--- src/rtl/pipe_hazard_ctrl_if.sv ---
// Pipeline-side bundle for the hazard controller: stage register fields in,
// pipeline steering and performance counters out.
interface pipe_hazard_ctrl_if #(
    parameter int CNT_W = 16
);
    logic             ext_freeze;
    logic [4:0]       id_rs;
    logic [4:0]       id_rt;
    logic             id_uses_rt;
    logic             ex_mem_read;
    logic             ex_reg_write;
    logic [4:0]       ex_dst;
    logic [4:0]       ex_rs;
    logic [4:0]       ex_rt;
    logic             mem_reg_write;
    logic [4:0]       mem_dst;
    logic             mem_branch;
    logic             mem_zero;
    logic             wb_reg_write;
    logic [4:0]       wb_dst;
    logic             cnt_clr;

    logic             pc_we;
    logic             ifid_we;
    logic             ifid_flush;
    logic             idex_bubble;
    logic             exmem_flush;
    logic             pc_sel_branch;
    logic [1:0]       fwd_a;
    logic [1:0]       fwd_b;
    logic [1:0]       state_o;
    logic [CNT_W-1:0] stall_cnt;
    logic [CNT_W-1:0] flush_cnt;
    logic [CNT_W-1:0] frz_cnt;

    // Pipeline datapath side
    modport master (
        output ext_freeze, id_rs, id_rt, id_uses_rt, ex_mem_read, ex_reg_write,
               ex_dst, ex_rs, ex_rt, mem_reg_write, mem_dst, mem_branch, mem_zero,
               wb_reg_write, wb_dst, cnt_clr,
        input  pc_we, ifid_we, ifid_flush, idex_bubble, exmem_flush, pc_sel_branch,
               fwd_a, fwd_b, state_o, stall_cnt, flush_cnt, frz_cnt
    );

    // Hazard controller side
    modport slave (
        input  ext_freeze, id_rs, id_rt, id_uses_rt, ex_mem_read, ex_reg_write,
               ex_dst, ex_rs, ex_rt, mem_reg_write, mem_dst, mem_branch, mem_zero,
               wb_reg_write, wb_dst, cnt_clr,
        output pc_we, ifid_we, ifid_flush, idex_bubble, exmem_flush, pc_sel_branch,
               fwd_a, fwd_b, state_o, stall_cnt, flush_cnt, frz_cnt
    );
endinterface

--- src/rtl/pipe_hazard_ctrl.sv ---
// Hazard and sequencing controller for a 5-stage pipeline: load-use stalls,
// branch-taken flushes, EX operand forwarding, post-reset clear and freeze.
//
//   state | meaning
//   INIT  | pipe held and flushed for INIT_CYC cycles after reset
//   RUN   | normal issue
//   STALL | previous cycle inserted a load-use bubble
//   FLUSH | previous cycle redirected to a taken branch
module pipe_hazard_ctrl #(
    parameter int INIT_CYC = 3,
    parameter int CNT_W    = 16
) (
    input logic              clk,
    input logic              rst_n,
    pipe_hazard_ctrl_if.slave bus
);
    localparam logic [1:0] ST_INIT  = 2'b00;
    localparam logic [1:0] ST_RUN   = 2'b01;
    localparam logic [1:0] ST_STALL = 2'b10;
    localparam logic [1:0] ST_FLUSH = 2'b11;

    localparam int             IW        = (INIT_CYC > 1) ? $clog2(INIT_CYC) : 1;
    localparam logic [IW-1:0]  INIT_LOAD = IW'(INIT_CYC - 1);
    localparam logic [CNT_W-1:0] CNT_MAX = '1;

    logic [1:0]       state;
    logic [1:0]       state_nxt;
    logic [IW-1:0]    init_cnt;
    logic             in_init;
    logic             br_tk;
    logic             ld_hz;
    logic             do_frz;
    logic             do_br;
    logic             do_ld;
    logic             pc_we;
    logic             ifid_we;
    logic             ifid_flush;
    logic             idex_bubble;
    logic             exmem_flush;
    logic             pc_sel_branch;
    logic [CNT_W-1:0] stall_cnt;
    logic [CNT_W-1:0] flush_cnt;
    logic [CNT_W-1:0] frz_cnt;

    // EX/MEM has the younger result, so it is checked before MEM/WB; r0 is hardwired zero.
    function automatic logic [1:0] fwd_sel(
        input logic [4:0] src,
        input logic       mem_we,
        input logic [4:0] mem_d,
        input logic       wb_we,
        input logic [4:0] wb_d
    );
        if (mem_we && mem_d != 5'd0 && mem_d == src)
            return 2'b10;
        else if (wb_we && wb_d != 5'd0 && wb_d == src)
            return 2'b01;
        else
            return 2'b00;
    endfunction

    function automatic logic [CNT_W-1:0] bump(input logic [CNT_W-1:0] c, input logic inc);
        return (inc && c != CNT_MAX) ? c + 1'b1 : c;
    endfunction

    assign in_init = (state == ST_INIT);
    assign br_tk   = bus.mem_branch & bus.mem_zero;
    assign ld_hz   = bus.ex_mem_read & bus.ex_reg_write & (bus.ex_dst != 5'd0) &
                     ((bus.ex_dst == bus.id_rs) | (bus.id_uses_rt & (bus.ex_dst == bus.id_rt)));

    // A taken branch discards any load-use hazard seen in the same cycle: that instruction is on the wrong path.
    assign do_frz = ~in_init & bus.ext_freeze;
    assign do_br  = ~in_init & ~bus.ext_freeze & br_tk;
    assign do_ld  = ~in_init & ~bus.ext_freeze & ~br_tk & ld_hz;

    // Pipeline steering and next-state decode
    always_comb begin
        pc_we         = 1'b1;
        ifid_we       = 1'b1;
        ifid_flush    = 1'b0;
        idex_bubble   = 1'b0;
        exmem_flush   = 1'b0;
        pc_sel_branch = 1'b0;
        state_nxt     = ST_RUN;
        if (in_init) begin
            pc_we       = 1'b0;
            ifid_we     = 1'b0;
            ifid_flush  = 1'b1;
            idex_bubble = 1'b1;
            exmem_flush = 1'b1;
            state_nxt   = (init_cnt == '0) ? ST_RUN : ST_INIT;
        end else if (do_frz) begin
            pc_we     = 1'b0;
            ifid_we   = 1'b0;
            state_nxt = state;
        end else if (do_br) begin
            pc_sel_branch = 1'b1;
            ifid_flush    = 1'b1;
            idex_bubble   = 1'b1;
            exmem_flush   = 1'b1;
            state_nxt     = ST_FLUSH;
        end else if (do_ld) begin
            pc_we       = 1'b0;
            ifid_we     = 1'b0;
            idex_bubble = 1'b1;
            state_nxt   = ST_STALL;
        end
    end

    // State register and post-reset countdown; freeze does not pause the countdown
    always_ff @(posedge clk or negedge rst_n) begin
        if (!rst_n) begin
            state    <= ST_INIT;
            init_cnt <= INIT_LOAD;
        end else begin
            state <= state_nxt;
            if (in_init && init_cnt != '0)
                init_cnt <= init_cnt - 1'b1;
        end
    end

    // Saturating performance counters; clear beats a same-cycle increment
    always_ff @(posedge clk or negedge rst_n) begin
        if (!rst_n) begin
            stall_cnt <= '0;
            flush_cnt <= '0;
            frz_cnt   <= '0;
        end else if (bus.cnt_clr) begin
            stall_cnt <= '0;
            flush_cnt <= '0;
            frz_cnt   <= '0;
        end else begin
            stall_cnt <= bump(stall_cnt, do_ld);
            flush_cnt <= bump(flush_cnt, do_br);
            frz_cnt   <= bump(frz_cnt, do_frz);
        end
    end

    assign bus.pc_we         = pc_we;
    assign bus.ifid_we       = ifid_we;
    assign bus.ifid_flush    = ifid_flush;
    assign bus.idex_bubble   = idex_bubble;
    assign bus.exmem_flush   = exmem_flush;
    assign bus.pc_sel_branch = pc_sel_branch;
    assign bus.fwd_a   = in_init ? 2'b00 :
                         fwd_sel(bus.ex_rs, bus.mem_reg_write, bus.mem_dst, bus.wb_reg_write, bus.wb_dst);
    assign bus.fwd_b   = in_init ? 2'b00 :
                         fwd_sel(bus.ex_rt, bus.mem_reg_write, bus.mem_dst, bus.wb_reg_write, bus.wb_dst);
    assign bus.state_o   = state;
    assign bus.stall_cnt = stall_cnt;
    assign bus.flush_cnt = flush_cnt;
    assign bus.frz_cnt   = frz_cnt;
endmodule

--- src/flat_wrapper.sv ---
// flat-port wrapper written by rule: the top's interface ports become plain ports
module pipe_hazard_ctrl_flat 
#(
    parameter int INIT_CYC = 3,
    parameter int CNT_W    = 16
)
  (clk, rst_n, bus_ext_freeze, bus_id_rs, bus_id_rt, bus_id_uses_rt, bus_ex_mem_read, bus_ex_reg_write, bus_ex_dst, bus_ex_rs, bus_ex_rt, bus_mem_reg_write, bus_mem_dst, bus_mem_branch, bus_mem_zero, bus_wb_reg_write, bus_wb_dst, bus_cnt_clr, bus_pc_we, bus_ifid_we, bus_ifid_flush, bus_idex_bubble, bus_exmem_flush, bus_pc_sel_branch, bus_fwd_a, bus_fwd_b, bus_state_o, bus_stall_cnt, bus_flush_cnt, bus_frz_cnt);
  pipe_hazard_ctrl_if #(.CNT_W(CNT_W)) bus_i ();
  input logic clk;
  input logic rst_n;
  input wire logic [$bits(bus_i.ext_freeze)-1:0] bus_ext_freeze;
  input wire logic [$bits(bus_i.id_rs)-1:0] bus_id_rs;
  input wire logic [$bits(bus_i.id_rt)-1:0] bus_id_rt;
  input wire logic [$bits(bus_i.id_uses_rt)-1:0] bus_id_uses_rt;
  input wire logic [$bits(bus_i.ex_mem_read)-1:0] bus_ex_mem_read;
  input wire logic [$bits(bus_i.ex_reg_write)-1:0] bus_ex_reg_write;
  input wire logic [$bits(bus_i.ex_dst)-1:0] bus_ex_dst;
  input wire logic [$bits(bus_i.ex_rs)-1:0] bus_ex_rs;
  input wire logic [$bits(bus_i.ex_rt)-1:0] bus_ex_rt;
  input wire logic [$bits(bus_i.mem_reg_write)-1:0] bus_mem_reg_write;
  input wire logic [$bits(bus_i.mem_dst)-1:0] bus_mem_dst;
  input wire logic [$bits(bus_i.mem_branch)-1:0] bus_mem_branch;
  input wire logic [$bits(bus_i.mem_zero)-1:0] bus_mem_zero;
  input wire logic [$bits(bus_i.wb_reg_write)-1:0] bus_wb_reg_write;
  input wire logic [$bits(bus_i.wb_dst)-1:0] bus_wb_dst;
  input wire logic [$bits(bus_i.cnt_clr)-1:0] bus_cnt_clr;
  output wire logic [$bits(bus_i.pc_we)-1:0] bus_pc_we;
  output wire logic [$bits(bus_i.ifid_we)-1:0] bus_ifid_we;
  output wire logic [$bits(bus_i.ifid_flush)-1:0] bus_ifid_flush;
  output wire logic [$bits(bus_i.idex_bubble)-1:0] bus_idex_bubble;
  output wire logic [$bits(bus_i.exmem_flush)-1:0] bus_exmem_flush;
  output wire logic [$bits(bus_i.pc_sel_branch)-1:0] bus_pc_sel_branch;
  output wire logic [$bits(bus_i.fwd_a)-1:0] bus_fwd_a;
  output wire logic [$bits(bus_i.fwd_b)-1:0] bus_fwd_b;
  output wire logic [$bits(bus_i.state_o)-1:0] bus_state_o;
  output wire logic [$bits(bus_i.stall_cnt)-1:0] bus_stall_cnt;
  output wire logic [$bits(bus_i.flush_cnt)-1:0] bus_flush_cnt;
  output wire logic [$bits(bus_i.frz_cnt)-1:0] bus_frz_cnt;
  assign bus_i.ext_freeze = bus_ext_freeze;
  assign bus_i.id_rs = bus_id_rs;
  assign bus_i.id_rt = bus_id_rt;
  assign bus_i.id_uses_rt = bus_id_uses_rt;
  assign bus_i.ex_mem_read = bus_ex_mem_read;
  assign bus_i.ex_reg_write = bus_ex_reg_write;
  assign bus_i.ex_dst = bus_ex_dst;
  assign bus_i.ex_rs = bus_ex_rs;
  assign bus_i.ex_rt = bus_ex_rt;
  assign bus_i.mem_reg_write = bus_mem_reg_write;
  assign bus_i.mem_dst = bus_mem_dst;
  assign bus_i.mem_branch = bus_mem_branch;
  assign bus_i.mem_zero = bus_mem_zero;
  assign bus_i.wb_reg_write = bus_wb_reg_write;
  assign bus_i.wb_dst = bus_wb_dst;
  assign bus_i.cnt_clr = bus_cnt_clr;
  assign bus_pc_we = bus_i.pc_we;
  assign bus_ifid_we = bus_i.ifid_we;
  assign bus_ifid_flush = bus_i.ifid_flush;
  assign bus_idex_bubble = bus_i.idex_bubble;
  assign bus_exmem_flush = bus_i.exmem_flush;
  assign bus_pc_sel_branch = bus_i.pc_sel_branch;
  assign bus_fwd_a = bus_i.fwd_a;
  assign bus_fwd_b = bus_i.fwd_b;
  assign bus_state_o = bus_i.state_o;
  assign bus_stall_cnt = bus_i.stall_cnt;
  assign bus_flush_cnt = bus_i.flush_cnt;
  assign bus_frz_cnt = bus_i.frz_cnt;
  pipe_hazard_ctrl #(.INIT_CYC(INIT_CYC), .CNT_W(CNT_W)) u_core (.clk(clk), .rst_n(rst_n), .bus(bus_i));
endmodule
--- config.mk ---
export PLATFORM = sky130hd
export DESIGN_NAME = pipe_hazard_ctrl_flat
export DESIGN_NICKNAME = d
export VERILOG_FILES = /design/src/rtl/pipe_hazard_ctrl_if.sv /design/src/rtl/pipe_hazard_ctrl.sv /design/src/flat_wrapper.sv
export SDC_FILE = /design/constraint.sdc
export NUM_CORES = 1
export LEC_CHECK = 0
export CORE_UTILIZATION = 35
export CTS_CLUSTER_DIAMETER = 60
export CTS_CLUSTER_SIZE = 28
export DETAILED_ROUTE_END_ITERATION = 16
export PLACE_DENSITY = 0.63
export SLEW_MARGIN = 20
export SYNTH_ARGS = -nofsm -noshare
export SYNTH_HDL_FRONTEND = slang
export SYNTH_SLANG_ARGS = --single-unit
--- constraint.sdc ---
create_clock -name clk -period 2.4 [get_ports clk]
set_input_delay 0.36 -clock clk [delete_from_list [all_inputs] [get_ports clk]]
set_output_delay 0.36 -clock clk [all_outputs]
set_load 0.02 [all_outputs]
==> metrics.cfg <==
[floorplanning]
die_area_mm2 = 0.00986
die_y_extent_um = 99.3
core_area_mm2 = 0.00920
rows = 35
io-pin-count = 106
initial_utilization_pct = 36.0
die_w_um = 99.3

[synthesis]
synth_simple_gate_area_share_pct = 28.6
main_combinational_cell_family_by_area_after_synthesis = simple AND/OR/NAND/NOR gates
synth.most_common_cell = sky130_fd_sc_hd__dfrtp_1
synth_top_cell_by_area = sky130_fd_sc_hd__dfrtp_1
synth_compound_area_share_pct = 9.71
ys_ff_latch = 52
ys_top_cells_by_area = sky130_fd_sc_hd__dfrtp_1, sky130_fd_sc_hd__xor2_1, sky130_fd_sc_hd__nor2_1, sky130_fd_sc_hd__xnor2_1, sky130_fd_sc_hd__nand3_1
synthDistinctLibCells = 48
synth.top_cell.area_share_pct = 38.5
synth_nets = 406
synthTopCellsByCount = sky130_fd_sc_hd__dfrtp_1, sky130_fd_sc_hd__nor2_1, sky130_fd_sc_hd__xor2_1
post_synth_instance_area_mm2 = 0.00331
postSynth.topFlopCell = sky130_fd_sc_hd__dfrtp_1
synth_cells = 356
synth-seq-area-share_pct = 39.3
synth.yosys.warnings = 0
synthAdderAreaFrac_pct = 1.51
synth_enable_flop_cells = 0
async_reset_ff_share_pct = 100
muxShareOfSynthArea_pct = 2.61
post_synth.cell_area_avg_um2 = 9.30
synthXorXnorAreaFrac_pct = 15.6

[timing]
timing_worst_slew_pin_value_ns = 0.651
achievable_clock_frequency_ghz = 0.421
min_period_ns = 2.38
drv_slew = 0
finalSetupViolCount = 0
timing.max_slew.rel_slack_pct = 56.6
worst_clock_skew_ns = 0.0119
layout_worst_path_cycle_share_pct = 99.0
timing.final.hold_violations = 0

[setup_path]
critical_path_class = in -> out
worstSetupStartpointType = primary input
cp_slowest_stage_delay_ns = 0.54
crit_buf_inv = 2
path_depth = 5
worst_path_dominant_cell_family = simple AND/OR/NAND/NOR gates
critPathArrivalTime_ns = 2.02
setup.reg_to_reg.worst_slack_ns = 0.33
worst_setup_path_end_kind = output pin
cp.required_ns = 2.04
path_cells = clkdlybuf4s50_1 -> xor2_1 -> or4_1 -> nor4_2 -> buf_2
crit_slowest_cell = sky130_fd_sc_hd__or4_1
crit_fanout = 2
worst-r2r-cell-count = 7

[global_route]
antenna_found_initial = 0
global_route.overflow_total = 0
grt_pass1_wl_um = 14300
largest_net_degree_at_the_start_of_global_routing = 28
track_usage_pct = 17.7
grt_pass1_vias = 3057

[drt]
drt_first_iter_violations = 83
drc = 0
vias = 3199
drt.antenna.violating_nets = 0
drt-pass1-iter-count = 4
vias_per_cell = 5.22
wire_per_inst_um = 14.2
finalWirelength_um = 8680

[place]
place.port_buffers = 105
globalplace.congestion = 0.839
dpl-instance-area_mm2 = 0.00478
hpwl_um = 6450

[worst_hold_path]
hold_removal_path_class = in -> async

[clocking]
insertion_delay_ns = 0.31
master_cell_of_the_clock_root_buffer = sky130_fd_sc_hd__clkbuf_8
cts.path.max_buffers = 2
cts_max_level = 2
cts.clk_slew.worst_paths_ns = 0.11
tritoncts = built
cts.sinks = 52
cts_inserted_buffers = 5
cts_hold_buf = 0

[layout]
areaGrowthSynthToFinish_pct = 48.3
final.fill_count = 877
num_antenna_cells = 0
finished_layout_cell_area_mm2 = 0.00491
post_route_cells_drive_above_1_share_pct = 16.1
fin_nets = 551

[power_and_ir_drop]
pwr-share-seq_pct = 47.8
comb_power_share_pct = 24.1
internal_power_uw = 1330
ir_worst_vdd_uv = 275
report.power.total_uw = 1900
proportion_of_power_drawn_by_the_clock_network_pct = 28.2
power.static_leakage_uw = 0.00205
p_sw_share_pct = 29.8
power.density_mw_per_mm2 = 386
switching_power_uw = 565

[status]
run_status = completed

[job]
max_cap_viols = 0

## layout make-up
type / instances / area (µm²) / share of cell area, %
Clock buffer: 5 / 68.8 / 1.40
Tap cell: 111 / 139 / 2.83
Inverter: 7 / 26.3 / 0.535
Sequential cell: 52 / 1300 / 26.5
Timing Repair Buffer: 150 / 1380 / 28.1
Clock inverter: 3 / 27.5 / 0.561
Multi-Input combinational cell: 285 / 1970 / 40.0
## timing repair
item                       CTS  global route
buffers inserted             0             1
pin swaps                    6            10
gates resized for setup     40            19
setup endpoints to repair    9             7
## power groups by stage
| stage | Clock [µW] | Sequential, µW | Combinational [µW] |
|---|---|---|---|
| after CTS | 558 | 906 | 456 |
| after global routing | 598 | 908 | 496 |
| after detailed placement | 0 | 923 | 463 |
| after global placement | 0 | 923 | 458 |
| final | 534 | 906 | 457 |
| after floorplan | 0 | 943 | 169 |
## state kept, by name, indices dropped and copies added (netlist names)
name	flops
u_core.bus.flush_cnt	16
u_core.bus.frz_cnt	16
u_core.bus.stall_cnt	16
u_core.bus.state_o	2
u_core.init_cnt	2
## per-layer routing
metal  GRT usage [%]  part of all wire (%)  vias to the layer above
met5               0                     0                        -
met4            3.51                  0.81                        0
met3            3.37                   4.9                        7
met2            30.3                    48                       89
met1            23.5                    46                     1516
li1                -                     -                     1587
## path summary, 6_finish.rpt
check | start | endpoint
hold reg to reg | u_core.init_cnt[1] | u_core.init_cnt[1]
min in group clk | bus_cnt_clr | u_core.bus.stall_cnt[12]
max in group asynchronous | rst_n | u_core.bus.frz_cnt[13]
hold / removal | rst_n | u_core.bus.flush_cnt[1]
setup / recovery | bus_ex_rt[3] | bus_fwd_b[0]
setup reg to reg | u_core.bus.stall_cnt[0] | u_core.bus.stall_cnt[9]
## cells in the final DEF, fill, tap and decap left out, types with 7 or more instances in the layout
| master | instances |
|---|---|
| sky130_fd_sc_hd__a21oi_1 | 13 |
| sky130_fd_sc_hd__and4_1 | 9 |
| sky130_fd_sc_hd__buf_2 | 7 |
| sky130_fd_sc_hd__buf_4 | 42 |
| sky130_fd_sc_hd__clkdlybuf4s50_1 | 78 |
| sky130_fd_sc_hd__dfrtp_1 | 51 |
| sky130_fd_sc_hd__dlygate4sd2_1 | 11 |
| sky130_fd_sc_hd__dlymetal6s2s_1 | 8 |
| sky130_fd_sc_hd__inv_1 | 7 |
| sky130_fd_sc_hd__nand2_1 | 18 |
| sky130_fd_sc_hd__nand3_1 | 26 |
| sky130_fd_sc_hd__nand4_1 | 10 |
| sky130_fd_sc_hd__nor2_1 | 46 |
| sky130_fd_sc_hd__o211ai_1 | 8 |
| sky130_fd_sc_hd__o21ai_0 | 7 |
| sky130_fd_sc_hd__o31ai_1 | 7 |
| sky130_fd_sc_hd__or4_1 | 11 |
| sky130_fd_sc_hd__xnor2_1 | 16 |
| sky130_fd_sc_hd__xor2_1 | 42 |
## through the flow
stage	setup WS [ns]	hold slack, ns	util (%)	TNS (ns)	cells
global placement	-0.567	0.426	52.0	-4.53	605
finish	0.0239	0.0575	53.4	0	613
CTS	-0.00529	0.0874	52.9	-0.00529	613
global route	-0.0327	0.0935	53.4	-0.0411	613
detailed placement	-0.518	0.433	52.0	-5.12	605
floorplan	0.0615	0.0644	-	0	356
## cell families (layout without fill, tap and decap cells)
logic type	after synthesis	count (layout)
buffers and inverters	19	165
AO/OA/AOI/OAI	48	48
XOR/XNOR	59	59
adder cells (fa/ha/maj)	4	4
AND/OR/NAND/NOR	166	166
flip-flops	52	52
multiplexers	8	8
Note: power is estimated with default switching activity, not from simulation.
